### config.mk
export PLATFORM = sky130hd
export DESIGN_NAME = cpu_seq_ctrl_flat
export DESIGN_NICKNAME = d
export VERILOG_FILES = /design/src/rtl/cpu_seq_pkg.sv /design/src/rtl/cpu_seq_ctrl_if.sv /design/src/rtl/cpu_branch_eval.sv /design/src/rtl/cpu_seq_ctrl.sv /design/src/flat_wrapper.sv
export SDC_FILE = /design/constraint.sdc
export NUM_CORES = 1
export LEC_CHECK = 0
export BUFFER_PORTS_ARGS = -buffer_cell sky130_fd_sc_hd__buf_4
export CORE_MARGIN = 2
export CORE_UTILIZATION = 44
export CTS_CLUSTER_DIAMETER = 150
export DETAILED_ROUTE_END_ITERATION = 7
export PLACE_DENSITY = 0.79
export SKIP_CTS_REPAIR_TIMING = 1
export SLEW_MARGIN = 20
export SYNTH_ARGS = -nofsm -noshare
export SYNTH_HDL_FRONTEND = slang
export SYNTH_HIERARCHICAL = 1
export SYNTH_SLANG_ARGS = --single-unit
### constraint.sdc
create_clock -name CLK -period 1.5 [get_ports CLK]
set_input_delay 0 -clock CLK [delete_from_list [all_inputs] [get_ports CLK]]
set_output_delay 0 -clock CLK [all_outputs]
set_load 0.02 [all_outputs]
### src/rtl/cpu_seq_pkg.sv
// Shared types and encodings for the SAP CPU fetch/decode/execute sequencer.
// The opcode CLASS, branch-condition codes and flag positions live here.
package cpu_seq_pkg;

  typedef enum logic [2:0] {
    S_FADDR = 3'd0,
    S_FDATA = 3'd1,
    S_EX0   = 3'd2,
    S_EX1   = 3'd3,
    S_HALT  = 3'd4
  } state_e;

  localparam logic [3:0] CLASS_LDR    = 4'h0;
  localparam logic [3:0] CLASS_STR    = 4'h1;
  localparam logic [3:0] CLASS_MOV    = 4'h2;
  localparam logic [3:0] CLASS_ALU_LO = 4'h4;
  localparam logic [3:0] CLASS_ALU_HI = 4'h9;
  localparam logic [3:0] CLASS_BCC    = 4'hE;
  localparam logic [3:0] CLASS_OUT    = 4'hF;

  localparam logic [3:0] COND_AL = 4'h0;
  localparam logic [3:0] COND_EQ = 4'h1;
  localparam logic [3:0] COND_NE = 4'h2;
  localparam logic [3:0] COND_HS = 4'h3;
  localparam logic [3:0] COND_LO = 4'h4;
  localparam logic [3:0] COND_MI = 4'h5;
  localparam logic [3:0] COND_PL = 4'h6;
  localparam logic [3:0] COND_VS = 4'h7;
  localparam logic [3:0] COND_VC = 4'h8;
  localparam logic [3:0] COND_HI = 4'h9;
  localparam logic [3:0] COND_LS = 4'hA;
  localparam logic [3:0] COND_GE = 4'hB;
  localparam logic [3:0] COND_LT = 4'hC;
  localparam logic [3:0] COND_GT = 4'hD;
  localparam logic [3:0] COND_LE = 4'hE;
  localparam logic [3:0] COND_NV = 4'hF;

  // condition_flags is packed {N,Z,C,V}
  localparam int FLAG_N = 3;
  localparam int FLAG_Z = 2;
  localparam int FLAG_C = 1;
  localparam int FLAG_V = 0;

  function automatic logic class_is_alu(input logic [3:0] c);
    return (c >= CLASS_ALU_LO) && (c <= CLASS_ALU_HI);
  endfunction

  function automatic logic class_is_legal(input logic [3:0] c);
    return (c == CLASS_LDR) || (c == CLASS_STR) || (c == CLASS_MOV) ||
           class_is_alu(c) || (c == CLASS_BCC) || (c == CLASS_OUT);
  endfunction

endpackage

### src/rtl/cpu_seq_ctrl_if.sv
// Sequencer <-> IR/datapath bundle. The master side is the sequencer,
// the slave side is the datapath/IR/debug logic that feeds it.
interface cpu_seq_ctrl_if #(
  parameter int NUM_REGS = 4
) ();
  localparam int REG_SEL_W = $clog2(NUM_REGS);
  localparam int INSTR_W   = 4 + 3 * REG_SEL_W;

  logic                SLOW_CLOCK_STRB;
  logic [INSTR_W-1:0]  FULL_OPCODE;
  logic [3:0]          condition_flags;
  logic                mem_ready;
  logic                HALT;
  logic                step_mode;
  logic                step_req;

  logic                pc_out;
  logic                pc_count;
  logic                ir_in;
  logic                ir_out;
  logic                ram_out;
  logic                ram_wr;
  logic                out_in;
  logic                alu_en;
  logic                branch;
  logic [NUM_REGS-1:0] reg_in;
  logic [NUM_REGS-1:0] reg_out;
  logic [NUM_REGS-1:0] reg_mov;
  logic [7:0]          alu_sel;
  logic                halted;
  logic                illegal_op;
  logic                instr_retired;

  modport master (
    input  SLOW_CLOCK_STRB, FULL_OPCODE, condition_flags, mem_ready,
           HALT, step_mode, step_req,
    output pc_out, pc_count, ir_in, ir_out, ram_out, ram_wr, out_in,
           alu_en, branch, reg_in, reg_out, reg_mov, alu_sel, halted,
           illegal_op, instr_retired
  );

  modport slave (
    output SLOW_CLOCK_STRB, FULL_OPCODE, condition_flags, mem_ready,
           HALT, step_mode, step_req,
    input  pc_out, pc_count, ir_in, ir_out, ram_out, ram_wr, out_in,
           alu_en, branch, reg_in, reg_out, reg_mov, alu_sel, halted,
           illegal_op, instr_retired
  );
endinterface

### src/rtl/cpu_branch_eval.sv
// ARM-style condition evaluation against the {N,Z,C,V} flags.
// Code 0 is always-taken and code F is never-taken.
module cpu_branch_eval
  import cpu_seq_pkg::*;
(
  input  logic [3:0] cond_i,
  input  logic [3:0] flags_i,
  output logic       take_o
);
  logic n, z, c, v;

  assign n = flags_i[FLAG_N];
  assign z = flags_i[FLAG_Z];
  assign c = flags_i[FLAG_C];
  assign v = flags_i[FLAG_V];

  always_comb begin
    take_o = 1'b0;
    case (cond_i)
      COND_AL: take_o = 1'b1;
      COND_EQ: take_o = z;
      COND_NE: take_o = !z;
      COND_HS: take_o = c;
      COND_LO: take_o = !c;
      COND_MI: take_o = n;
      COND_PL: take_o = !n;
      COND_VS: take_o = v;
      COND_VC: take_o = !v;
      COND_HI: take_o = c && !z;
      COND_LS: take_o = !c || z;
      COND_GE: take_o = (n == v);
      COND_LT: take_o = (n != v);
      COND_GT: take_o = !z && (n == v);
      COND_LE: take_o = z || (n != v);
      COND_NV: take_o = 1'b0;
      default: take_o = 1'b0;
    endcase
  end
endmodule

### src/rtl/cpu_seq_ctrl.sv
// Fetch/decode/execute sequencer for the SAP CPU with N registers, RAM ready
// handshake, halt/single-step debug and an illegal-opcode trap.
module cpu_seq_ctrl #(
  parameter int NUM_REGS = 4
) (
  input  logic           CLK,
  input  logic           ARST_L,
  cpu_seq_ctrl_if.master bus
);
  import cpu_seq_pkg::*;

  localparam int REG_SEL_W = $clog2(NUM_REGS);
  localparam int INSTR_W   = 4 + 3 * REG_SEL_W;

  state_e               state_q, state_d;
  logic                 halt_meta_q, halt_sync_q;
  logic                 step_pend_q, step_pend_d;
  logic                 illegal_q, illegal_d;
  logic                 retire;

  logic [3:0]           cls;
  logic [REG_SEL_W-1:0] ra, rb, rd;
  logic [2*REG_SEL_W-1:0] rab;
  logic                 take;
  logic                 is_mem;

  assign cls    = bus.FULL_OPCODE[INSTR_W-1 -: 4];
  assign ra     = bus.FULL_OPCODE[3*REG_SEL_W-1 -: REG_SEL_W];
  assign rb     = bus.FULL_OPCODE[2*REG_SEL_W-1 -: REG_SEL_W];
  assign rd     = bus.FULL_OPCODE[REG_SEL_W-1:0];
  assign rab    = {ra, rb};
  assign is_mem = (cls == CLASS_LDR) || (cls == CLASS_STR);

  cpu_branch_eval u_branch (
    .cond_i  (rab[3:0]),
    .flags_i (bus.condition_flags),
    .take_o  (take)
  );

  always_ff @(posedge CLK or negedge ARST_L) begin
    if (!ARST_L) begin
      state_q     <= S_FADDR;
      halt_meta_q <= 1'b0;
      halt_sync_q <= 1'b0;
      step_pend_q <= 1'b0;
      illegal_q   <= 1'b0;
    end else begin
      state_q     <= state_d;
      halt_meta_q <= bus.HALT;
      halt_sync_q <= halt_meta_q;
      step_pend_q <= step_pend_d;
      illegal_q   <= illegal_d;
    end
  end

  always_comb begin
    state_d     = state_q;
    illegal_d   = illegal_q;
    retire      = 1'b0;
    step_pend_d = step_pend_q || (bus.step_req && (state_q == S_HALT));
    if (bus.SLOW_CLOCK_STRB) begin
      unique case (state_q)
        S_FADDR: state_d = S_FDATA;
        S_FDATA: if (bus.mem_ready) state_d = S_EX0;
        S_EX0: begin
          if (!class_is_legal(cls)) begin
            illegal_d = 1'b1;
            retire    = 1'b1;
          end else if (is_mem) begin
            state_d = S_EX1;
          end else begin
            retire = 1'b1;
          end
        end
        S_EX1: if (bus.mem_ready) retire = 1'b1;
        // An illegal-opcode trap parks the sequencer until reset
        S_HALT: begin
          if (!illegal_q &&
              ((!halt_sync_q && !bus.step_mode) || step_pend_d)) begin
            state_d     = S_FADDR;
            step_pend_d = 1'b0;
          end
        end
        default: state_d = S_FADDR;
      endcase
    end
    if (retire)
      state_d = (illegal_d || halt_sync_q || bus.step_mode) ? S_HALT : S_FADDR;
  end

  always_comb begin
    bus.pc_out   = 1'b0;
    bus.pc_count = 1'b0;
    bus.ir_in    = 1'b0;
    bus.ir_out   = 1'b0;
    bus.ram_out  = 1'b0;
    bus.ram_wr   = 1'b0;
    bus.out_in   = 1'b0;
    bus.alu_en   = 1'b0;
    bus.branch   = 1'b0;
    bus.reg_in   = '0;
    bus.reg_out  = '0;
    bus.reg_mov  = '0;
    unique case (state_q)
      S_FADDR: bus.pc_out = 1'b1;
      S_FDATA: begin
        bus.ram_out  = 1'b1;
        bus.ir_in    = 1'b1;
        bus.pc_count = 1'b1;
      end
      S_EX0: begin
        if (is_mem) begin
          bus.reg_out[ra] = 1'b1;
        end else if (cls == CLASS_MOV) begin
          bus.ir_out      = 1'b1;
          bus.reg_mov[rd] = 1'b1;
        end else if (class_is_alu(cls)) begin
          bus.alu_en     = 1'b1;
          bus.reg_in[rd] = 1'b1;
        end else if (cls == CLASS_OUT) begin
          bus.reg_out[ra] = 1'b1;
          bus.out_in      = 1'b1;
        end else if (cls == CLASS_BCC) begin
          bus.branch = take;
          bus.ir_out = 1'b1;
        end
      end
      S_EX1: begin
        if (cls == CLASS_LDR) begin
          bus.ram_out    = 1'b1;
          bus.reg_in[rd] = 1'b1;
        end else if (cls == CLASS_STR) begin
          bus.ram_wr      = 1'b1;
          bus.reg_out[rb] = 1'b1;
        end
      end
      default: ;
    endcase
  end

  assign bus.alu_sel       = {cls, rab[3:0]};
  assign bus.halted        = (state_q == S_HALT);
  assign bus.illegal_op    = illegal_q;
  assign bus.instr_retired = retire;

endmodule
### src/flat_wrapper.sv
// flat-port wrapper written by rule: the top's interface ports become plain ports
module cpu_seq_ctrl_flat import cpu_seq_pkg::*;
#(
  parameter int NUM_REGS = 4
)
  (CLK, ARST_L, bus_SLOW_CLOCK_STRB, bus_FULL_OPCODE, bus_condition_flags, bus_mem_ready, bus_HALT, bus_step_mode, bus_step_req, bus_pc_out, bus_pc_count, bus_ir_in, bus_ir_out, bus_ram_out, bus_ram_wr, bus_out_in, bus_alu_en, bus_branch, bus_reg_in, bus_reg_out, bus_reg_mov, bus_alu_sel, bus_halted, bus_illegal_op, bus_instr_retired);
  cpu_seq_ctrl_if #(.NUM_REGS(NUM_REGS)) bus_i ();
  input  logic CLK;
  input  logic ARST_L;
  input wire logic [$bits(bus_i.SLOW_CLOCK_STRB)-1:0] bus_SLOW_CLOCK_STRB;
  input wire logic [$bits(bus_i.FULL_OPCODE)-1:0] bus_FULL_OPCODE;
  input wire logic [$bits(bus_i.condition_flags)-1:0] bus_condition_flags;
  input wire logic [$bits(bus_i.mem_ready)-1:0] bus_mem_ready;
  input wire logic [$bits(bus_i.HALT)-1:0] bus_HALT;
  input wire logic [$bits(bus_i.step_mode)-1:0] bus_step_mode;
  input wire logic [$bits(bus_i.step_req)-1:0] bus_step_req;
  output wire logic [$bits(bus_i.pc_out)-1:0] bus_pc_out;
  output wire logic [$bits(bus_i.pc_count)-1:0] bus_pc_count;
  output wire logic [$bits(bus_i.ir_in)-1:0] bus_ir_in;
  output wire logic [$bits(bus_i.ir_out)-1:0] bus_ir_out;
  output wire logic [$bits(bus_i.ram_out)-1:0] bus_ram_out;
  output wire logic [$bits(bus_i.ram_wr)-1:0] bus_ram_wr;
  output wire logic [$bits(bus_i.out_in)-1:0] bus_out_in;
  output wire logic [$bits(bus_i.alu_en)-1:0] bus_alu_en;
  output wire logic [$bits(bus_i.branch)-1:0] bus_branch;
  output wire logic [$bits(bus_i.reg_in)-1:0] bus_reg_in;
  output wire logic [$bits(bus_i.reg_out)-1:0] bus_reg_out;
  output wire logic [$bits(bus_i.reg_mov)-1:0] bus_reg_mov;
  output wire logic [$bits(bus_i.alu_sel)-1:0] bus_alu_sel;
  output wire logic [$bits(bus_i.halted)-1:0] bus_halted;
  output wire logic [$bits(bus_i.illegal_op)-1:0] bus_illegal_op;
  output wire logic [$bits(bus_i.instr_retired)-1:0] bus_instr_retired;
  assign bus_i.SLOW_CLOCK_STRB = bus_SLOW_CLOCK_STRB;
  assign bus_i.FULL_OPCODE = bus_FULL_OPCODE;
  assign bus_i.condition_flags = bus_condition_flags;
  assign bus_i.mem_ready = bus_mem_ready;
  assign bus_i.HALT = bus_HALT;
  assign bus_i.step_mode = bus_step_mode;
  assign bus_i.step_req = bus_step_req;
  assign bus_pc_out = bus_i.pc_out;
  assign bus_pc_count = bus_i.pc_count;
  assign bus_ir_in = bus_i.ir_in;
  assign bus_ir_out = bus_i.ir_out;
  assign bus_ram_out = bus_i.ram_out;
  assign bus_ram_wr = bus_i.ram_wr;
  assign bus_out_in = bus_i.out_in;
  assign bus_alu_en = bus_i.alu_en;
  assign bus_branch = bus_i.branch;
  assign bus_reg_in = bus_i.reg_in;
  assign bus_reg_out = bus_i.reg_out;
  assign bus_reg_mov = bus_i.reg_mov;
  assign bus_alu_sel = bus_i.alu_sel;
  assign bus_halted = bus_i.halted;
  assign bus_illegal_op = bus_i.illegal_op;
  assign bus_instr_retired = bus_i.instr_retired;
  cpu_seq_ctrl #(.NUM_REGS(NUM_REGS)) u_core (.CLK(CLK), .ARST_L(ARST_L), .bus(bus_i));
endmodule
=== Word level (Yosys, flattened, before mapping) ===
Index checks and enable logic that the tools add are counted.

* Add/sub/neg operators: 0
* Order comparisons: 8
* Bitwise operators: 0
* Reduce and logical (&&, ||, !) cells: 32
* Mux-type cells: 69
* Shifts and indexed selects: 0
* Divide/modulo/power cells: 0
* Multiply operators: 0
* Eq/ne operators: 30

{| class="wikitable"
|+ Operators with widths
! operator !! count
|-
| $mux W4 || 13
|-
| $eq A4 B4 Y1 const B || 10
|-
| $mux W1 || 40
|-
| $mux W3 || 7
|-
| $eq A4 B3 Y1 const B || 4
|-
| $pmux W1 S16 || 1
|-
| $pmux W4 S2 || 2
|-
| $pmux W3 S5 || 1
|-
| $eq A4 B2 Y1 const B || 3
|-
| $logic_or A1 B1 Y1 || 11
|-
| $logic_and A1 B1 Y1 || 9
|-
| $lt A2 B3 Y1 const B || 3
|-
| $eq A4 B1 Y1 const B || 2
|-
| $logic_not A4 Y1 || 2
|-
| $logic_not A1 Y1 || 7
|-
| $demux W1 S2 || 3
|-
| $eq A3 B2 Y1 const B || 2
|-
| $ge A2 B1 Y1 const B || 3
|-
| $ne A3 B2 Y1 const B || 2
|-
| $reduce_and A6 Y1 || 1
|-
| $ge A4 B3 Y1 const B || 1
|-
| $le A4 B4 Y1 const B || 1
|-
| $pmux W1 S2 || 2
|-
| $eq A3 B1 Y1 const B || 1
|-
| other kinds (8) || 8
|}

* Output and inout bits: 32
* Logic and storage cells: 144
* Memories: 0
* Bits in read-only memories: 0
* Bits of input ports: 21
* Flip-flop bits (word level): 7
* Latch bits: 0
* RAM bits: 0

=== Logic depth before layout (Yosys ltp) ===
Gate-level depths: netlist of the first run.

* Depth after elaboration: 13
* Gate-level depth with buffers: 7

=== By module ===
Netlist of the first run, hierarchy kept.

{| class="wikitable"
|+ Modules (own cells, without submodules)
! module !! cells an instance !! instances !! area each (sq um) !! sequential area each (sq um)
|-
| cpu_seq_ctrl || 104 || 1 || 760.7 || 175.2
|-
| cpu_branch_eval || 27 || 1 || 202.7 || 0.0
|}

=== Worst setup path before layout of the first run ===
Ideal clock, no wire load.

* Kind: flip-flop to flip-flop
* Start: reg u_core.state_q[0]
* End: reg u_core.state_q[2]
* Cell stages (with the launch flop): 6
* Path slack: -0.152 ns
* Arrival time: 1.585 ns
* Library setup time: 0.068 ns
* Required time: 1.432 ns
* Clock period less this slack: 1.652 ns
* Cells stage by stage: dfrtp_1 > clkbuf_1 > nor3b_1 > inv_1 > o21ai_0 > a22o_1

* Longest elaborated chain between the ends: 7
* Elaborated cells between the ends (all ways): 26

{| class="wikitable"
|+ RTL lines
! what !! RTL line !! text
|-
| from (decl) || cpu_seq_ctrl.sv:15 || <nowiki>state_e state_q, state_d;</nowiki>
|-
| from (signal assigned) || cpu_seq_ctrl.sv:48 || <nowiki>state_q <= state_d;</nowiki>
|-
| $eq A3 B3 Y1 (*) || n/a ||
|-
| via bus_halted || flat_wrapper.sv:30 || <nowiki>output wire logic [$bits(bus_i.halted)-1:0] bus_halted;</nowiki>
|-
| $logic_and A1 B1 Y1 || cpu_seq_ctrl.sv:60 || <nowiki>step_pend_d = step_pend_q || (bus.step_req && (state_q == S_HALT));</nowiki>
|-
| $logic_or A1 B1 Y1 || cpu_seq_ctrl.sv:60 ||
|-
| $logic_or A1 B1 Y1 || cpu_seq_ctrl.sv:79 || <nowiki>((!halt_sync_q && !bus.step_mode) || step_pend_d)) begin</nowiki>
|-
| $logic_and A1 B1 Y1 || cpu_seq_ctrl.sv:78 || <nowiki>if (!illegal_q &&</nowiki>
|-
| $ne A3 B1 Y1 (no line) || n/a ||
|-
| $reduce_and A6 Y1 (no line) || n/a ||
|}

The timed path passes the listed nets; every way through them passes the cells marked *. The select of a mux whose other input is x is not followed.
A chain may end at the register's enable or synchronous reset.

=== Worst setup path after layout of the first run ===
* Start: reg u_core.state_q[0]
* End: out bus_reg_in[0]

* Longest elaborated chain between the ends: 2
* Elaborated cells between the ends (all ways): 3

{| class="wikitable"
|+ RTL lines
! what !! RTL line !! text
|-
| $eq A3 B2 Y1 || cpu_seq_ctrl.sv:104 || <nowiki>unique case (state_q)</nowiki>
|-
| $pmux W4 S2 (*) || cpu_seq_ctrl.sv:104 ||
|-
| to (decl) || flat_wrapper.sv:26 || <nowiki>output wire logic [$bits(bus_i.reg_in)-1:0] bus_reg_in;</nowiki>
|}

Mark *: on every way between the ends. The rest lies on a longest branch, timed or not.

==> impl_results.md, run 1 <==
- Maximum VDD drop: 0.00109 V
- Ports: 53
- Net count, final: 203
- Period utilization: 104%
- Global-route wire length before repair: 4260 µm
- Synth area leaders: dfrtp_1, buf_4, nor2_1, o22ai_1, nor3_1
- Initial DRC Count: 23
- Synth top area share: 18.2%
- Later-pin clock latency in the skew report: 0.26 ns
- Biggest area consumer among synthesized cells: dfrtp_1
- Setup violators final: 6
- Highest-count cells in the layout ignoring fill and taps: buf_4, nor2_1, inv_1, nand2_1
- DRC: 0
- Clk buf depth: 2
- CTS tree: yes
- Sequential share of power: 17.3%
- Register area share after synthesis: 18.2%
- Warnings, synthesis: 6
- Antenna-violating nets left: 0
- Slew Viols, Final: 0
- Status: finished with violations
- Syn Inst Count: 131
- Slew headroom: 78.1%
- Drt total wl: 2830 µm
- Overall Global Routing Usage: 20.9%
- Hold_ws: 0.00163 ns
- Ys flop type: dfrtp_1
- H-tree depth: 1
- Die Height: 50.8 µm
- Final setup skew: 0.000841 ns
- Setup TNS: -0.159 ns
- Row Count: 16
- Area grow syn2layout: 53.2%
- Pleak: 0.669 nW
- Crit Path Max Fanout: 4
- CP Data Required Time: 1.50 ns
- RSZ-0062 raised after global routing: yes
- Critical path cell sequence: buf_4, nor2b_1, o21a_1, o21ai_2, nor4_2, buf_4
- Power per cell area: 1100 nW/µm²
- Starting Density: 47.6%
- Drt wl/cell: 13.6 µm
- Async set-reset flop share out of synthesis: 100%
- Final core utilization: 73.0%
- Worst Setup Path Type: reg2out
- Placed insts: 197
- Vias per inst: 5.46
- Worst Tran Pin Value: 0.325 ns
- DR vias: 1135
- Die span in x: 50.8 µm
- Final hold vios: 0
- Netlist cell types: 44
- ANT cells: 0
- Most used cell, CP: buf_4
- Final setup margin: -0.0576 ns
- Switching Power: 0.775 mW
- Sw Share: 47.9%
- CP Buf/Inv Count: 2
- Seq cells post-synth: 7
- Synthesized Nets: 152
- Die ar.: 2580 µm²
- Vias in the first global route: 1016
- Gpl congestion: 0.786
- Non-Filler Instances: 208
- Failing checks: setup timing
- Grt ovf: 0
- Total CTS buffers: 3
- Pin count of the biggest net entering global routing: 14
- Combinational share of power: 71.5%
- Initial antenna violation count: 0
- Root buffer cell: clkbuf_4
- Final Instance Area: 1480 µm²
- Clock Power Share: 11.2%
- Worst path top cell family by delay: flip-flops
- Placed cell areas: 1320 µm²
- Clock sink total: 7
- Layout cells sized above 1: 50.8%
- Largest stage delay, worst path: 0.43 ns
- Mapped cell area: 963 µm²
- Fmax: 642 MHz
- Syn avg cell area: 7.35 µm²
- Final HPWL DP: 2000 µm
- Max-cap violation count: 0
- Tmin final: 1.56 ns
- Most common cell after layout, fill and taps aside: buf_4
- CP Launch Type: register
- Hold WC Path Type: in2reg
- Crit. End Element: output port
- Number of synthesized flops with an enable pin: 0
- DR pass1 iterations: 4
- Core Region: 2020 µm²
- Worst-path clk slew: 0.06 ns
- P_int: 0.842 mW
- CP arrival: 1.56 ns
- # port buffers: 52
- Slowest library cell on the worst path: dfrtp_2
- Filler instances: 158
## worst reg2reg max path, delay by kind of cell, from the launching register on
| kind | cells | cell delay [ns] |
|---|---|---|
| buf+inv | 2 | 0.32 |
| flops | 1 | 0.39 |
| simple gates | 1 | 0.08 |
| compound gates | 2 | 0.48 |
## registers in the layout (all words and copies together) (netlist names)
signal	flops
u_core/step_pend_q	1
u_core/bus.illegal_op	1
u_core/state_q	3
u_core/halt_meta_q	1
u_core/halt_sync_q	1
## synthesized netlist by cell type (all sizes together), types with 3 or more instances
cell type  count
a31oi          3
nor2          16
clkbuf         3
inv            8
nand2b         6
dfrtp          7
nor4           3
nor3b          3
or2            3
o22ai          7
nand2         10
mux2i          3
a21oi          5
buf           15
o21ai          3
nor3           9
or3            3
## path summary, 6_finish.rpt
check | from | to | slack, ns | cells after the start
min | bus_SLOW_CLOCK_STRB | u_core/step_pend_q | 0.002 | 2
min reg2reg | u_core/halt_meta_q | u_core/halt_sync_q | 0.36 | 0
min in group asynchronous | ARST_L | u_core/step_pend_q | 0.10 | 2
max | u_core/state_q[0] | bus_reg_in[0] | -0.06 | 6
max reg2reg | u_core/state_q[0] | u_core/state_q[2] | 0.12 | 5
max in group asynchronous | ARST_L | u_core/state_q[0] | 1.26 | 2
## metrics by stage
| step | setup WS [ns] | power (mW) |
|---|---|---|
| floorplan | -0.105 | 0.920 |
| global placement | 0.133 | 1.21 |
| detailed placement | 0.0762 | 1.24 |
| CTS | -0.216 | 1.43 |
| global route | -0.120 | 1.72 |
| finish | -0.0576 | 1.62 |
## routing by layer
layer  global-route usage (%)  vias to the layer above  share of wire [%]
li1                         -                      563                  -
met1                     25.9                      530                 43
met2                     37.9                       40                 51
met3                     2.98                        2                4.9
met4                     4.50                        0               0.60
met5                        0                        -                  0
## power by group through the flow
| stage | registers (mW) | logic (mW) | clock network [mW] |
|---|---|---|---|
| floorplan | 0.286 | 0.634 | 0 |
| global placement | 0.278 | 0.937 | 0 |
| detailed placement | 0.283 | 0.962 | 0 |
| CTS | 0.279 | 0.970 | 0.183 |
| global route | 0.282 | 1.23 | 0.205 |
| finish | 0.279 | 1.16 | 0.182 |
## cell type report
class / instances / area [µm²] / share of cell area (%)
Clock inverter: 1 / 5.00 / 0.339
Inverter: 8 / 30.0 / 2.03
Timing Repair Buffer: 64 / 490 / 33.2
Tap cell: 27 / 33.8 / 2.29
Sequential cell: 7 / 176 / 11.9
Clock buffer: 3 / 22.5 / 1.53
Multi-Input combinational cell: 98 / 718 / 48.6
## cell families after synthesis
group | after synthesis | synth area share [%]
AND/OR/NAND/NOR | 63 | 37.1
AO/OA/AOI/OAI | 30 | 23.4
buffers and inverters | 26 | 16.4
flip-flops | 7 | 18.2
multiplexers | 3 | 3.12
XOR/XNOR | 2 | 1.82
No activity file was read; power rests on OpenSTA's default activity.
==> run 2, diff against run 1 <==
--- a/config.mk
+++ b/config.mk
@@ -12,6 +12,7 @@
 export DETAILED_ROUTE_END_ITERATION = 7
 export PLACE_DENSITY = 0.79
 export SKIP_CTS_REPAIR_TIMING = 1
+export SKIP_LAST_GASP = 1
 export SLEW_MARGIN = 20
 export SYNTH_ARGS = -nofsm -noshare
 export SYNTH_HDL_FRONTEND = slang
==> run 2 against run 1 <==
Effect of this change:
- the run ends with hold timing, setup timing left
- sequential power is essentially flat
- first-iteration DRC count is 4.3% higher
- non-clock buffer count is the same
==> impl_results.md, run 2 (same netlist as run 1, synthesis figures left out) <==
- Drt wl/cell: 13.4 µm
- Row Count: 16
- RSZ-0062 raised after global routing: yes
- Worst Setup Path Type: reg2out
- Root buffer cell: clkbuf_4
- CP Data Required Time: 1.50 ns
- Worst Tran Pin Value: 0.325 ns
- Vias per inst: 5.44
- H-tree depth: 1
- Final setup skew: 0.000873 ns
- Starting Density: 47.6%
- Net count, final: 203
- Crit. End Element: output port
- ANT cells: 0
- # port buffers: 52
- Max-cap violation count: 0
- Status: finished with violations
- Pin count of the biggest net entering global routing: 14
- Antenna-violating nets left: 0
- Die Height: 50.8 µm
- Slew Viols, Final: 0
- Later-pin clock latency in the skew report: 0.26 ns
- Gpl congestion: 0.786
- Grt ovf: 0
- Most flop-heavy register: u_core/state_q
- Pleak: 0.669 nW
- Period utilization: 104%
- Total CTS buffers: 3
- Power per cell area: 1090 nW/µm²
- Setup TNS: -0.137 ns
- Tmin final: 1.55 ns
- Crit Path Max Fanout: 4
- Layout cells sized above 1: 50.3%
- Core Region: 2020 µm²
- DRC: 0
- Final hold vios: 1
- Clock sink total: 7
- Failing checks: hold timing, setup timing
- Worst-path clk slew: 0.06 ns
- Maximum VDD drop: 0.00109 V
- Area grow syn2layout: 53.0%
- Initial antenna violation count: 0
- DP Worst Slack: 0.0762 ns
- Global-route wire length before repair: 4260 µm
- DR vias: 1132
- Drt total wl: 2790 µm
- Initial DRC Count: 24
- CP arrival: 1.55 ns
- Die span in x: 50.8 µm
- Overall Global Routing Usage: 20.9%
- Placed insts: 197
- Most common cell after layout, fill and taps aside: buf_4
- Non-Filler Instances: 208
- Highest-count cells in the layout ignoring fill and taps: buf_4, nor2_1, inv_1, nand2_1
- DR pass1 iterations: 4
- Fmax: 643 MHz
- Filler instances: 159
- Slew headroom: 78.1%
- Hold_ws: -0.00567 ns
- Die ar.: 2580 µm²
- Power, Total: 1.61 mW
- Clk buf depth: 2
- Hold WC Path Type: in2reg
- CP Launch Type: register
- Final HPWL DP: 2000 µm
- Ports: 53
- CTS tree: yes
- Setup violators final: 6
- Final setup margin: -0.0541 ns
- Max reg flops: 3
- Vias in the first global route: 1016
[run 2: layout make-up]
cell class	count	area (µm²)	share of cell area [%]
well taps	27	33.8	2.29
clock inverters	1	5.00	0.340
clock buffers	3	22.5	1.53
multi-input cells	98	716	48.6
inverters	8	30.0	2.04
flip-flops and latches	7	176	12.0
repair buffers	64	490	33.3
[run 2: path summary, 6_finish.rpt]
path | end | from | cells after the start | slack (ns)
max | bus_reg_in[0] | u_core/state_q[0] | 6 | -0.05
min | u_core/step_pend_q | bus_SLOW_CLOCK_STRB | 2 | -0.006
max reg2reg | u_core/state_q[2] | u_core/state_q[0] | 5 | 0.12
min reg2reg | u_core/halt_sync_q | u_core/halt_meta_q | 0 | 0.36
max in group asynchronous | u_core/state_q[0] | ARST_L | 2 | 1.26
min in group asynchronous | u_core/step_pend_q | ARST_L | 2 | 0.10
[run 2: critical path: stages, from the launching register on]
cell and delay [ns]:
dfrtp_2 0.43, buf_4 0.16, nor2b_1 0.14, o21a_1 0.14, o21ai_2 0.09, nor4_2 0.16, buf_4 0.18
[run 2: report_power, final]
| group | leakage, nW | total, mW | internal, mW | switching (mW) |
|---|---|---|---|---|
| Clock | 0.0177 | 0.181 | 0.0981 | 0.0825 |
| Combinational | 0.572 | 1.15 | 0.500 | 0.653 |
| Sequential | 0.0794 | 0.279 | 0.244 | 0.0349 |
| Total | 0.669 | 1.61 | 0.842 | 0.771 |
[run 2: per-layer routing]
metal | vias up | global-route usage, % | share of wire, %
li1 | 562 | - | -
met1 | 527 | 25.9 | 43
met2 | 41 | 37.9 | 51
met3 | 2 | 2.98 | 5.0
met4 | 0 | 4.50 | 0.61
met5 | - | 0 | 0
[run 2: per-stage QoR]
stage | area [µm²] | util (%) | hold WS [ns]
3_3_place_gp | 1320 | 65.2 | -0.183
5_1_grt | 1470 | 72.9 | -0.00437
3_5_place_dp | 1320 | 65.2 | -0.179
6_report | 1470 | 72.9 | -0.00567
4_1_cts | 1350 | 66.5 | -0.457
2_1_floorplan | 983 | - | -0.296
==> run 3, diff against run 2 <==
--- a/config.mk
+++ b/config.mk
@@ -6,6 +6,7 @@
 export NUM_CORES = 1
 export LEC_CHECK = 0
 export BUFFER_PORTS_ARGS = -buffer_cell sky130_fd_sc_hd__buf_4
+export CORE_ASPECT_RATIO = 1.2
 export CORE_MARGIN = 2
 export CORE_UTILIZATION = 44
 export CTS_CLUSTER_DIAMETER = 150
==> run 3 against run 2 <==
Effect of this change:
- the flow still finishes with violations (hold timing, setup timing)
- global-route usage fell by 0.81 points
- clock skew rose by 0.0058 ns
- fmax fell by 0.42%
- sequential share of layout area fell by 0.12 points
- cell count rose by 0.96%
- count of clock-buffer cells in the layout rose by 1
==> impl_results.md, run 3 (same netlist as run 1, synthesis figures left out) <==
- Status: finished with violations
- Failing checks: hold timing, setup timing
- Worst-path clk slew: 0.06 ns
- H-tree depth: 1
- Clock sink total: 7
- Worst Setup Path Type: reg2out
- CP Data Required Time: 1.50 ns
- CP arrival: 1.56 ns
- Crit. End Element: output port
- Antenna-violating nets left: 0
- Clk buf depth: 2
- Gpl congestion: 0.852
- Setup TNS: -0.173 ns
- Row Count: 18
- Initial antenna violation count: 0
- Largest stage delay, worst path: 0.41 ns
- Worst Tran Pin Value: 0.402 ns
- Most flop-heavy register: u_core/state_q
- Pleak: 0.652 nW
- DR vias: 1138
- Period utilization: 104%
- Final setup margin: -0.0606 ns
- CP Buf/Inv Count: 2
- Layout cells sized above 1: 48.3%
- Die ar.: 2580 µm²
- ANT cells: 0
- Initial DRC Count: 18
- Setup violators final: 7
- Critical path cell sequence: buf_6, or3_4, nor4_4, buf_4
- Slowest library cell on the worst path: dfrtp_1
- Slew headroom: 73.1%
- Final setup skew: 0.00667 ns
- Ports: 53
- Drt total wl: 2880 µm
- Fmax: 641 MHz
- Final HPWL DP: 2140 µm
- Later-pin clock latency in the skew report: 0.26 ns
- DP Worst Slack: 0.0645 ns
- Area grow syn2layout: 53.4%
- CP Launch Type: register
- Hold WC Path Type: in2reg
- Tmin final: 1.56 ns
- DR pass1 iterations: 4
- Drt wl/cell: 13.7 µm
- Slew Viols, Final: 0
- Max-cap violation count: 0
- Filler instances: 184
- Final hold vios: 1
- Maximum VDD drop: 0.000657 V
- Crit Path Max Fanout: 4
- CTS tree: yes
- # port buffers: 52
- Highest-count cells in the layout ignoring fill and taps: buf_4, nor2_1, nand2_1
- Die Height: 55.3 µm
- Total CTS buffers: 3
- Global-route wire length before repair: 3930 µm
- Power per cell area: 1090 nW/µm²
- Hold_ws: -0.00344 ns
- Root buffer cell: clkbuf_4
- Worst path top cell family by delay: simple AND/OR/NAND/NOR gates
- Die span in x: 46.7 µm
- Pin count of the biggest net entering global routing: 14
- Grt ovf: 0
- Vias per inst: 5.42
- Net count, final: 202
- Overall Global Routing Usage: 20.0%
- DRC: 0
- Most common cell after layout, fill and taps aside: buf_4
- Starting Density: 46.5%
- Core Region: 2070 µm²
- Max reg flops: 3
- Vias in the first global route: 960
- RSZ-0062 raised after global routing: yes
## run 3: final timing paths
check                                     from                  to  slack (ns)  depth (start not counted)
setup / recovery             u_core/state_q[0]      bus_reg_mov[0]       -0.06                          4
hold / removal             bus_SLOW_CLOCK_STRB  u_core/step_pend_q      -0.003                          2
setup reg to reg             u_core/state_q[1]   u_core/state_q[2]        0.07                          6
hold reg to reg             u_core/halt_meta_q  u_core/halt_sync_q        0.36                          0
max in group asynchronous               ARST_L   u_core/state_q[1]        1.27                          2
min in group asynchronous               ARST_L   u_core/state_q[0]        0.10                          2
## run 3: area by class of cell
cell class / instances / area, µm² / area share, %
well taps: 30 / 37.5 / 2.54
inverters: 8 / 30.0 / 2.03
flip-flops and latches: 7 / 175 / 11.9
clock buffers: 4 / 26.3 / 1.78
repair buffers: 63 / 485 / 32.9
multi-input cells: 98 / 723 / 48.9
## run 3: through the flow
step	total power [mW]	cell area (µm²)	util [%]	instances
floorplan	0.920	983	-	131
global placement	1.24	1330	64.1	201
detailed placement	1.26	1330	64.1	201
CTS	1.44	1360	65.4	205
global route	1.72	1480	71.3	210
finish	1.61	1480	71.3	210
## run 3: power by group
group | total (mW) | switching, mW | internal, mW
sequential | 0.277 | 0.0351 | 0.241
combinational | 1.16 | 0.642 | 0.513
clock | 0.177 | 0.0747 | 0.102
## run 3: routing by layer
metal | GRT usage (%) | share of wire, %
met5 | 0 | 0
met4 | 7.14 | 1.2
met3 | 3.27 | 3.5
met2 | 36.7 | 56
met1 | 21.6 | 39
## run 3: worst register-to-register path: stages (launching register included)
cell,delay (ns)
dfrtp_1,0.37
buf_4,0.14
nand2b_4,0.12
buf_4,0.15
nor2_1,0.05
a311o_1,0.30
a22o_1,0.18
